## src/rtl/thread_pc_sched.sv

```systemverilog
// Per-thread program-counter bank with a barrel scheduler for the fetch stage.
// Holds one PC and one active bit per hardware thread, picks the fetch thread
// every advancing cycle, and applies branch redirects and start/halt commands.
// SKIP_IDLE=0 rotates through every slot, so inactive threads become bubbles;
// SKIP_IDLE=1 jumps straight to the next active thread.
module thread_pc_sched #(
   parameter int                     NUM_THREADS = 4,
   parameter int                     TID_W       = 2,
   parameter int                     ADDR_W      = 14,
   parameter int                     INCR        = 4,
   parameter logic [ADDR_W-1:0]      RESET_PC    = '0,
   parameter logic [NUM_THREADS-1:0] BOOT_MASK   = NUM_THREADS'(1),
   parameter bit                     SKIP_IDLE   = 1'b0
) (
   input  logic                   clk,
   input  logic                   rst,
   input  logic                   en,
   input  logic                   branch,
   input  logic [TID_W-1:0]       br_tid,
   input  logic [ADDR_W-1:0]      br_addr,
   input  logic                   start,
   input  logic [TID_W-1:0]       start_tid,
   input  logic [ADDR_W-1:0]      start_pc,
   input  logic                   halt,
   input  logic [TID_W-1:0]       halt_tid,
   output logic                   fetch_valid,
   output logic [TID_W-1:0]       fetch_tid,
   output logic [ADDR_W-1:0]      fetch_pc,
   input  logic [TID_W-1:0]       peek_tid,
   output logic [ADDR_W-1:0]      peek_pc,
   output logic [NUM_THREADS-1:0] active
);

   logic [ADDR_W-1:0] pc [NUM_THREADS];
   logic [TID_W-1:0]  cur_tid;
   logic [TID_W-1:0]  nxt_tid;
   logic [TID_W-1:0]  hi_tid;
   logic [TID_W-1:0]  lo_tid;
   logic              hi_found;
   logic              lo_found;

   assign fetch_tid = cur_tid;

   // Read muxes for the fetch slot and the peek port; a tid with no matching
   // thread falls through to the zero defaults.
   always_comb begin
      fetch_pc    = '0;
      fetch_valid = 1'b0;
      peek_pc     = '0;
      for (int t = 0; t < NUM_THREADS; t++) begin
         if (cur_tid == TID_W'(t)) begin
            fetch_pc    = pc[t];
            fetch_valid = active[t];
         end
         if (peek_tid == TID_W'(t)) begin
            peek_pc = pc[t];
         end
      end
   end

   // Next fetch thread. In skip mode the first active thread above cur_tid
   // wins; otherwise wrap to the lowest active thread, which may be cur_tid
   // itself. With nothing active, cur_tid holds.
   always_comb begin
      nxt_tid  = cur_tid;
      hi_tid   = '0;
      lo_tid   = '0;
      hi_found = 1'b0;
      lo_found = 1'b0;
      if (SKIP_IDLE) begin
         for (int t = 0; t < NUM_THREADS; t++) begin
            if (active[t] && !hi_found && (TID_W'(t) > cur_tid)) begin
               hi_tid   = TID_W'(t);
               hi_found = 1'b1;
            end
            if (active[t] && !lo_found) begin
               lo_tid   = TID_W'(t);
               lo_found = 1'b1;
            end
         end
         if (hi_found) begin
            nxt_tid = hi_tid;
         end else if (lo_found) begin
            nxt_tid = lo_tid;
         end
      end else begin
         if (cur_tid == TID_W'(NUM_THREADS - 1)) begin
            nxt_tid = '0;
         end else begin
            nxt_tid = cur_tid + TID_W'(1);
         end
      end
   end

   // Per-thread PC update: start load beats branch, branch beats increment.
   always_ff @(posedge clk) begin
      if (rst) begin
         for (int t = 0; t < NUM_THREADS; t++) begin
            pc[t] <= RESET_PC;
         end
      end else begin
         for (int t = 0; t < NUM_THREADS; t++) begin
            if (start && (start_tid == TID_W'(t))) begin
               pc[t] <= start_pc;
            end else if (en && branch && (br_tid == TID_W'(t))) begin
               pc[t] <= br_addr;
            end else if (en && fetch_valid && (cur_tid == TID_W'(t))) begin
               pc[t] <= pc[t] + ADDR_W'(INCR);
            end
         end
      end
   end

   // Active mask: start/halt act even while the pipeline is stalled; a start
   // and halt on the same thread leaves it running.
   always_ff @(posedge clk) begin
      if (rst) begin
         active <= BOOT_MASK;
      end else begin
         for (int t = 0; t < NUM_THREADS; t++) begin
            if (start && (start_tid == TID_W'(t))) begin
               active[t] <= 1'b1;
            end else if (halt && (halt_tid == TID_W'(t))) begin
               active[t] <= 1'b0;
            end
         end
      end
   end

   // Scheduler slot register, frozen while the pipeline is stalled.
   always_ff @(posedge clk) begin
      if (rst) begin
         cur_tid <= '0;
      end else if (en) begin
         cur_tid <= nxt_tid;
      end
   end

endmodule

```

## config.mk

```make
export PLATFORM = sky130hd
export DESIGN_NAME = thread_pc_sched
export DESIGN_NICKNAME = d
export VERILOG_FILES = /design/src/rtl/thread_pc_sched.sv
export SDC_FILE = /design/constraint.sdc
export NUM_CORES = 1
export LEC_CHECK = 0
export CORE_ASPECT_RATIO = 1.75
export CORE_UTILIZATION = 50
export DETAILED_ROUTE_END_ITERATION = 16
export PLACE_DENSITY_LB_ADDON = 0.15
export RECOVER_POWER = 100
export SYNTH_ARGS = -nofsm -noshare
export SYNTH_HDL_FRONTEND = slang
export SYNTH_SLANG_ARGS = --single-unit
```

## constraint.sdc

```tcl
create_clock -name clk -period 2.3 [get_ports clk]
set_clock_uncertainty 0.05 [all_clocks]
set_input_delay 0.46 -clock clk [delete_from_list [all_inputs] [get_ports clk]]
set_output_delay 0.46 -clock clk [all_outputs]
set_load 0.02 [all_outputs]
```

==> metrics.cfg <==
[pwr]
p_per_area_nw_per_um2=589
power.switching_uw=1190
p_seq_share_pct=36.8
leakage_uw=0.00257
p_sw_share_pct=30.4
p_int_uw=2730
power.clock.fraction_pct=36.0
max-vdd-ir-drop_mv=0.459
p_comb_share_pct=27.1
total_power_uw=3910

[global_routing]
grt.total_usage_pct=35.4
grt_max_degree=33
grt_pass1_wl_microns=26800
grt_antenna_before_repair=0
overflow=0
grt_pass1_vias=4831

[yosys]
syn_area_per_cell_sq_um=9.31
seq_area_frac_synth_pct=37.5
ys_seq_elements=62
synthArstFlopShare_pct=0
synthesis.nets=566
synth_top_area_cell=edfxtp_1
synth_flop_cell=edfxtp_1
yosysWarnings=0
syn-instance-count=516
synthTopCellsByArea=edfxtp_1 (35%), mux4_2 (6.6%), a21oi_1 (6.0%)
yosysMostFrequentCell=nand2_1
synth_top_cell_area_share_pct=35.0
synth.distinct_cells=49
synth_edf_count=56
synth.top_cells.by_count=nand2_1 (63), a21oi_1 (58), edfxtp_1 (56)
syn_area_sq_um=4800

[placed_design]
gp_congestion=0.957
io_buffers=76
dp_hpwl_microns=12500
dp_cells=752

[sta]
maxSlewHeadroom_pct=66.2
timing.setup.tns_ns=-0.463
fin_ws_ns=-0.0775
final-setup-viol-count=15
fmaxAchievable_mhz=421
final_hold_viol_count=0
rsz0062_at_grt=true
drv_slew=0
layout_min_cycle_time_ns=2.38
finalCritPeriodShare_pct=103
tightest_slew_ns=0.503

[cts]
insertion_delay_ns=0.34
root_buffer=clkbuf_16
cts.sinks=62
h-tree-depth=3
cts_tree=done
clockBufferDepth=2
clk_pin_slew_ns=0.05
cts_buffers=9

[setup_path]
critPathLaunchType=input port
reg2reg_slack_ns=-0.02
arrival_ns=1.87
cp_slowest_cell=mux4_2
crit_fanout=7
rr_endpoint=pc[0][4]
crit_type=input port to output pin
required_ns=1.79
reg2reg_depth=12
critPathTopFamily=buffers and inverters
cp_common_cell=clkdlybuf4s15_2
slowest_delay_ns=0.54
crit_chain=clkdlybuf4s15_2 > clkbuf_2 > mux4_2 > clkdlybuf4s15_2
r2r_start=fetch_tid[1]
end_kind=output pin
crit_buf_inv=3

[finish]
multi_input_area_sq_um=2880
fillCellCount=750
regArea_sq_um=1810
final_cells=781
diodes=0
drive_gt1_share_pct=25.0
num-nets-final=704
syn2layout_area_growth_pct=38.3

[die]
fp.dieW_microns=76.1
io_pins=77
initial_utilization_pct=51.1
die_area_sq_um=10000
rows=47
core_sq_um=9410
die_h_microns=132

[detailed_routing]
post_drt_wl_per_cell_microns=22.1
via_count=5038
viasPerCell=6.45
ant_nets=0
drt_iter0_markers=686
routed_wl_microns=17300
drt_pass1_iterations=6
drc=0

[worst_hold_path]
hp-start=active[0]
hold_path_end=active[0]
hold_class=register to register
holdPathStages=2

[run_status]
violations=setup timing
outcome=finished, violations left

[flow_run]
max_cap_violations=0

[cell usage in the layout (no fill, tap or decap), drive strengths merged, types with 3 or more instances in the layout]
| cell type | n |
|---|---|
| a21oi | 58 |
| a22o | 7 |
| a22oi | 26 |
| and2 | 3 |
| and3 | 26 |
| and4 | 5 |
| buf | 87 |
| clkbuf | 30 |
| clkdlybuf4s15 | 10 |
| clkdlybuf4s50 | 38 |
| dfxtp | 6 |
| dlygate4sd3 | 8 |
| edfxtp | 56 |
| ha | 8 |
| inv | 16 |
| mux2i | 12 |
| mux4 | 14 |
| nand2 | 64 |
| nand3 | 25 |
| nand3b | 16 |
| nand4 | 8 |
| nor2 | 18 |
| nor3b | 3 |
| o21ai | 36 |
| o22ai | 22 |
| xnor2 | 12 |
| xor2 | 28 |
[logic make-up (layout without fill, tap and decap cells)]
group	count (synthesis)	after routing	share of synthesized area (%)
xor+xnor	40	40	7.29
fa+ha+maj	8	8	2.08
mux	26	26	9.06
flops	62	62	37.5
compound gates	156	156	19.3
buf+inv	46	189	4.87
simple gates	178	178	19.8
[what timing repair did]
item / CTS / global route
gates resized for setup: 121 / 49
endpoints found under the setup margin: 43 / 50
pin swaps: 12 / 14
hold buffers: 0 / 0
setup buffers: 4 / 6
cloned: 4 / 1
[through the flow]
| step | worst slack (ns) | cell area (sq um) | utilization (%) | hold WS (ns) |
|---|---|---|---|---|
| final | -0.0775 | 6650 | 70.6 | 0.435 |
| after CTS | -0.107 | 6630 | 70.5 | 0.445 |
| after detailed placement | -0.682 | 6180 | 65.7 | 0.430 |
| after global routing | -0.166 | 6650 | 70.6 | 0.490 |
| after floorplan | 0.0223 | 4820 | - | 0.502 |
| after global placement | -0.607 | 6180 | 65.7 | 0.431 |
[sequential cells by signal, indices dropped and copies added (netlist names)]
name,count
active,4
fetch_tid,2
pc,56
[layer usage]
metal | routed length, microns | share of wire, % | vias to the layer above | global-route usage [%]
li1 | - | - | 2233 | -
met4 | 1140 | 6.6 | 0 | 22.3
met1 | 6180 | 36 | 2369 | 42.4
met5 | 0 | 0 | - | 0
met3 | 1430 | 8.3 | 86 | 5.00
met2 | 8530 | 49 | 350 | 59.2
[power by group through the flow]
stage	Clock [uW]	Combinational [uW]	Sequential (uW)
floorplan	0	490	1440
global placement	0	991	1450
detailed placement	0	998	1460
CTS	1420	1030	1430
global route	1460	1120	1450
finish	1410	1060	1440
[how the worst max path moves through the flow]
stage / slack [ns] / cells past startpoint / end / startpoint
finish: -0.08 / 4 / peek_pc[10] / peek_tid[0]
CTS: -0.11 / 9 / fetch_pc[7] / fetch_tid[1]
detailed placement: -0.68 / 7 / pc[0][6] / start
floorplan: 0.02 / 9 / pc[1][10] / fetch_tid[1]
global route: -0.17 / 9 / fetch_pc[5] / fetch_tid[1]
global placement: -0.61 / 7 / pc[0][6] / start
[cell type report]
| cell class | count | share of cell area (%) |
|---|---|---|
| clock buffers | 13 | 4.41 |
| clock inverters | 3 | 0.282 |
| inverters | 13 | 0.734 |
| multi-input cells | 408 | 43.3 |
| flip-flops and latches | 62 | 27.2 |
| well taps | 122 | 2.30 |
| repair buffers | 160 | 21.8 |
[worst reg2reg max path, cell delays in order, from the launching register on]
cell	delay, ns
dfxtp_2	0.33
inv_2	0.05
ha_4	0.20
buf_16	0.15
buf_6	0.12
nand2_2	0.06
o21ai_2	0.05
o32a_1	0.32
buf_4	0.15
nand4_1	0.16
buf_4	0.16
clkbuf_16	0.15
mux2i_1	0.21
Note: power is estimated with default switching activity, not from simulation.
